--- src/rtl/hdb3_encoding.sv ---
// HDB3 line encoder: one source bit per qualified cycle and a fixed 4-cycle latency.
// Zero runs are tagged as they enter the pipe; the mark polarity is applied as symbols leave it.
module hdb3_encoding (
    input  logic       clk,
    input  logic       rst,
    input  logic       origin_data,
    input  logic       en,
    output logic [2:0] encoding_data,
    output logic       encoding_data_instruction
);

    typedef enum logic [1:0] {
        TAG_ZERO = 2'd0,
        TAG_ONE  = 2'd1,
        TAG_B    = 2'd2,
        TAG_V    = 2'd3
    } tag_e;

    typedef struct packed {
        logic valid;
        tag_e tag;
    } stage_t;

    stage_t [3:0] pipe_q, pipe_d;
    stage_t       in_stage_s;
    logic         insert_b_s;
    logic [1:0]   zero_cnt_q, zero_cnt_d;
    logic         ones_odd_q, ones_odd_d;
    logic         last_pos_q, last_pos_d;
    logic [2:0]   enc_q, enc_d;
    logic         vld_q, vld_d;

    // Symbol code for a tag, given whether the most recent mark was positive.
    function automatic logic [2:0] symbol_code(input tag_e tag, input logic last_pos);
        logic [2:0] code;
        case (tag)
            TAG_ZERO: code = 3'b000;
            TAG_ONE:  code = last_pos ? 3'b010 : 3'b001;
            TAG_B:    code = last_pos ? 3'b100 : 3'b011;
            TAG_V:    code = last_pos ? 3'b101 : 3'b110;
            default:  code = 3'b000;
        endcase
        return code;
    endfunction

    // Input classification: zero-run counting, V insertion and B back-tagging.
    always_comb begin
        zero_cnt_d = zero_cnt_q;
        ones_odd_d = ones_odd_q;
        in_stage_s = '0;
        insert_b_s = 1'b0;
        if (en) begin
            in_stage_s.valid = 1'b1;
            if (origin_data) begin
                in_stage_s.tag = TAG_ONE;
                zero_cnt_d     = 2'd0;
                ones_odd_d     = ~ones_odd_q;
            end else if (zero_cnt_q == 2'd3) begin
                // The first zero of this run sits in stage 2 and moves to stage 3 now.
                in_stage_s.tag = TAG_V;
                zero_cnt_d     = 2'd0;
                ones_odd_d     = 1'b0;
                insert_b_s     = ~ones_odd_q;
            end else begin
                in_stage_s.tag = TAG_ZERO;
                zero_cnt_d     = zero_cnt_q + 2'd1;
            end
        end else begin
            zero_cnt_d = 2'd0;
        end
    end

    // Pipeline shift, with the optional B retag on the oldest zero of a run.
    always_comb begin
        pipe_d[0] = in_stage_s;
        pipe_d[1] = pipe_q[0];
        pipe_d[2] = pipe_q[1];
        if (insert_b_s) begin
            pipe_d[3]     = pipe_q[2];
            pipe_d[3].tag = TAG_B;
        end else begin
            pipe_d[3] = pipe_q[2];
        end
    end

    // Output stage: polarity assignment. V repeats the last mark and does not update it.
    always_comb begin
        enc_d      = 3'b000;
        vld_d      = 1'b0;
        last_pos_d = last_pos_q;
        if (pipe_q[3].valid) begin
            vld_d = 1'b1;
            enc_d = symbol_code(pipe_q[3].tag, last_pos_q);
            if ((pipe_q[3].tag == TAG_ONE) || (pipe_q[3].tag == TAG_B)) begin
                last_pos_d = ~last_pos_q;
            end else begin
                last_pos_d = last_pos_q;
            end
        end else begin
            enc_d = 3'b000;
            vld_d = 1'b0;
        end
    end

    // State registers; last_pos resets low so the first mark comes out positive.
    always_ff @(posedge clk or negedge rst) begin
        if (!rst) begin
            pipe_q     <= '0;
            zero_cnt_q <= 2'd0;
            ones_odd_q <= 1'b0;
            last_pos_q <= 1'b0;
            enc_q      <= 3'b000;
            vld_q      <= 1'b0;
        end else begin
            pipe_q     <= pipe_d;
            zero_cnt_q <= zero_cnt_d;
            ones_odd_q <= ones_odd_d;
            last_pos_q <= last_pos_d;
            enc_q      <= enc_d;
            vld_q      <= vld_d;
        end
    end

    assign encoding_data             = enc_q;
    assign encoding_data_instruction = vld_q;

endmodule

--- config.mk ---
export PLATFORM = sky130hd
export DESIGN_NAME = hdb3_encoding
export DESIGN_NICKNAME = d
export VERILOG_FILES = /design/src/rtl/hdb3_encoding.sv
export SDC_FILE = /design/constraint.sdc
export NUM_CORES = 1
export LEC_CHECK = 0
export BUFFER_PORTS_ARGS = -buffer_cell sky130_fd_sc_hd__clkbuf_2
export CAP_MARGIN = 20
export CORE_AREA = 2 2 39 41
export CTS_BUF_LIST = sky130_fd_sc_hd__clkbuf_4 sky130_fd_sc_hd__clkbuf_8
export CTS_CLUSTER_DIAMETER = 100
export DETAILED_ROUTE_END_ITERATION = 12
export DIE_AREA = 0 0 41 43
export PLACE_DENSITY = 0.78
export SYNTH_ARGS = -nofsm -noshare
export SYNTH_HDL_FRONTEND = slang
export SYNTH_SLANG_ARGS = --single-unit
--- constraint.sdc ---
create_clock -name clk -period 1.41 [get_ports clk]
set_input_delay 0 -clock clk [delete_from_list [all_inputs] [get_ports clk]]
set_output_delay 0 -clock clk [all_outputs]
set_load 0.02 [all_outputs]
==> flow_summary_export.csv <==
group,metric,value,unit
power,peakVddDrop,0.000817,V
sta,worstMarginPinSlew,464,ps
synthesis,top_cells_by_area_in_the_synthesized_netlist,"sky130_fd_sc_hd__dfrtp_1 71%, sky130_fd_sc_hd__ha_1 8.8%, sky130_fd_sc_hd__and3b_2 2.8%, sky130_fd_sc_hd__nor3_1 2.8%, sky130_fd_sc_hd__nor2b_1 2.7%",
cells_and_area,layout.nets,71,
synthesis,synth_fp_nets,56,
sta,min_period_over_period,0.827,
grt,grt_start_max_net_pins,21,
cells_and_area,flow.area_growth_from_synthesis,15.2,%
cells_and_area,final_cell_area,815,um2
synthesis,synthesis.instances,47,
detailed_routing,drc,0,
synthesis,post_synth_instance_area,707,um2
worst_setup_path,startpoint_type,"flop",
clock_tree,cts_root_buffer,"sky130_fd_sc_hd__clkbuf_4",
detailed_routing,drt_pass1_iterations,2,
clock_tree,count_of_buffers_added_by_post_cts_timing_repair_for_setup,0,
clock_tree,cts_buffers,3,
worst_setup_path,cp_slowest_stage_delay,390,ps
clock_tree,cts_num_sinks,20,
place,count_of_input_and_output_buffers,7,
sta,total_count_of_hold_check_failures_in_the_final_report,0,
worst_setup_path,worst-setup-path-type,"reg -> reg",
place,dpl_worst_slack,253,ps
cells_and_area,n_antenna_cell,0,
die,ios,8,
worst_setup_path,critical_path.reg2reg.startpoint,"zero_cnt_q[0]",
sta,final_worst_path_setup_slack,244,ps
sta,achievable-frequency,857,MHz
grt,globalRouteMet1Util,0.131,
clock_tree,cts_max_level,1,
cells_and_area,final-instance-count-excl-fill,76,
grt,busiest_layer,"met2",
worst_setup_path,critical_path_required,1590,ps
die,fp.dieArea,1760,um2
synthesis,synth.cells.most_frequent,"20 x sky130_fd_sc_hd__dfrtp_1, 5 x sky130_fd_sc_hd__ha_1, 4 x sky130_fd_sc_hd__nor3_1, 3 x sky130_fd_sc_hd__nor2b_1",
clock_tree,tritoncts_clock_tree,"done",
cells_and_area,final_util,0.589,
min_path,holdCritPathClass,"in -> async",
worst_setup_path,critical_path.slowest_cell,"sky130_fd_sc_hd__dfrtp_1",
synthesis,synth_edf_count,0,
die,coreArea,1380,um2
place,place_area,762,um2
worst_setup_path,critical_path.max_fanout,4,
synthesis,ys_seq_elements,20,
grt,grt.total_usage,0.147,
grt,met3_usage,0.0471,
sta,setup-violations-final,0,
synthesis,ys_warn_count,0,
power,power.density_cell_area,1230,nW/um2
detailed_routing,drt_iter0_drc,3,
worst_setup_path,number_of_cells_on_the_worst_reg_to_reg_path,3,
power,power.total,1.00,mW
die,initial_core_util,0.511,
worst_setup_path,timing.critical_path.max_delay_family,"simple AND/OR/NAND/NOR gates",
place,post-dp-hpwl,630,um
sta,rsz_0062_raised_after_global_routing,"false",
sta,clock-skew-final,4.89,ps
synthesis,avgSynthCellArea,15.0,um2
worst_setup_path,chain_of_cells_forming_the_critical_path,"ha_1 -> and4bb_1 -> or2_1",
clock_tree,cts.clk_slew.worst_paths,100,ps
power,reported_leakage_power,0.417,nW
synthesis,synth_top_area_share,0.708,
grt,via_count_of_the_first_global_routing_pass,430,
synthesis,synthFlopType,"sky130_fd_sc_hd__dfrtp_1",
sta,final_number_of_max_transition_violations,0,
cells_and_area,num-fill-cells,123,
worst_setup_path,path_buf_inv,0,
sta,tns,0,ps
sta,timing.max_slew.rel_slack,0.691,
die,chipWidth,41,um
place,routabilityCongestion,0.618,
worst_setup_path,timing.critical_path.arrival,1350,ps
clock_tree,cts.path.max_buffers,2,
synthesis,yosysMostFrequentCell,"sky130_fd_sc_hd__dfrtp_1",
clock_tree,cts_hold_buffers,3,
grt,overflow,0,
grt,grt_antenna_before_repair,0,
detailed_routing,ant_nets,0,
grt,gr-usage-met2,0.263,
cells_and_area,area_of_all_sequential_standard_cells,500,um2
synthesis,synth-async-reset-ratio,1.00,
synthesis,synth_area_leader_cell,"sky130_fd_sc_hd__dfrtp_1",
clock_tree,clk_lat_worst_skew,280,ps
detailed_routing,wire_per_inst,12.0,um
grt,grt_first_pass_wirelength,1.66,mm
worst_setup_path,critical_path.endpoint_type,"flop",
cells_and_area,combined_area_of_the_multi_input_logic_cells,199,um2
sta,min_period,1170,ps
worst_setup_path,reg2reg_setup_slack,240,ps
synthesis,synth_cell_type_count,16,
flow_run,max_cap_viols,0,
detailed_routing,num_vias,388,
outcome,status,"finished clean",
worst_setup_path,rr_endpoint,"pipe_q[10]",
detailed_routing,detail_route.wirelength,912,um
synthesis,synth_sequential_area_ratio,0.708,
sta,hold-worst-slack,189,ps
die,fp.dieH,43,um
clock_tree,ctsResizeCount,0,
detailed_routing,post_drt_via_cell_ratio,5.11,
cells_and_area,drive_gt1_frac,0.217,
die,rows,14,
place,placed_cells,70,
==> placed cells by master (no fill, tap or decap), drive strengths merged <==
master and instances:
nor3 4, clkbuf 10, dlygate4sd3 3, nor2 1
or2 1, dfrtp 20, inv 2, and4bb 1
o21a 1, ha 5, xnor2 1, nor4b 1
nand2 2, and3b 2, nor2b 3, nand2b 1
mux2i 1, a21oi 1
==> sequential cells by signal, indices dropped and copies added (netlist names) <==
register,cells
pipe_d,6
encoding_data,3
pipe_q,6
encoding_data_instruction,1
zero_cnt_q,2
ones_odd_q,1
last_pos_q,1
==> logic make-up (layout without fill, tap and decap cells) <==
logic type,count (synthesis),in the layout,synth area share
AOI/OAI and AO/OA,2,2,0.0195
xor gates and xnor gates,1,1,0.0124
adders and majority gates,5,5,0.0885
buffers and inverters,2,15,0.0106
DFF,20,20,0.708
muxes,1,1,0.0142
and+or+nand+nor,16,16,0.147
==> power by group <==
group	leakage [nW]	internal, mW	switching (mW)
Clock	0.0138	0.0991	0.147
Sequential	0.257	0.612	0.0349
Combinational	0.145	0.0594	0.0510
==> routing by layer <==
layer / vias to the layer above / part of all wire / wire length [um]
li1: 185 / - / -
met1: 193 / 0.37 / 339
met2: 8 / 0.58 / 531
met3: 2 / 0.039 / 36
met4: 0 / 0.0044 / 4
met5: - / 0 / 0
==> layout make-up <==
cell class,count,area share
Sequential cell,20,0.614
Timing Repair Buffer,10,0.0799
Clock buffer,3,0.0276
Tap cell,16,0.0246
Multi-Input combinational cell,25,0.244
Inverter,2,0.00922
==> worst max-delay path by stage <==
stage	start	end	slack, ps	cells past startpoint
2_1_floorplan	zero_cnt_q[0]	pipe_q[10]	310	3
3_3_place_gp	zero_cnt_q[0]	pipe_q[10]	300	3
3_5_place_dp	zero_cnt_q[0]	pipe_q[10]	250	3
4_1_cts	zero_cnt_q[0]	pipe_q[10]	240	3
5_1_grt	zero_cnt_q[0]	pipe_q[10]	200	3
6_report	zero_cnt_q[0]	pipe_q[10]	240	3
Power figures use the tool's default switching activity.
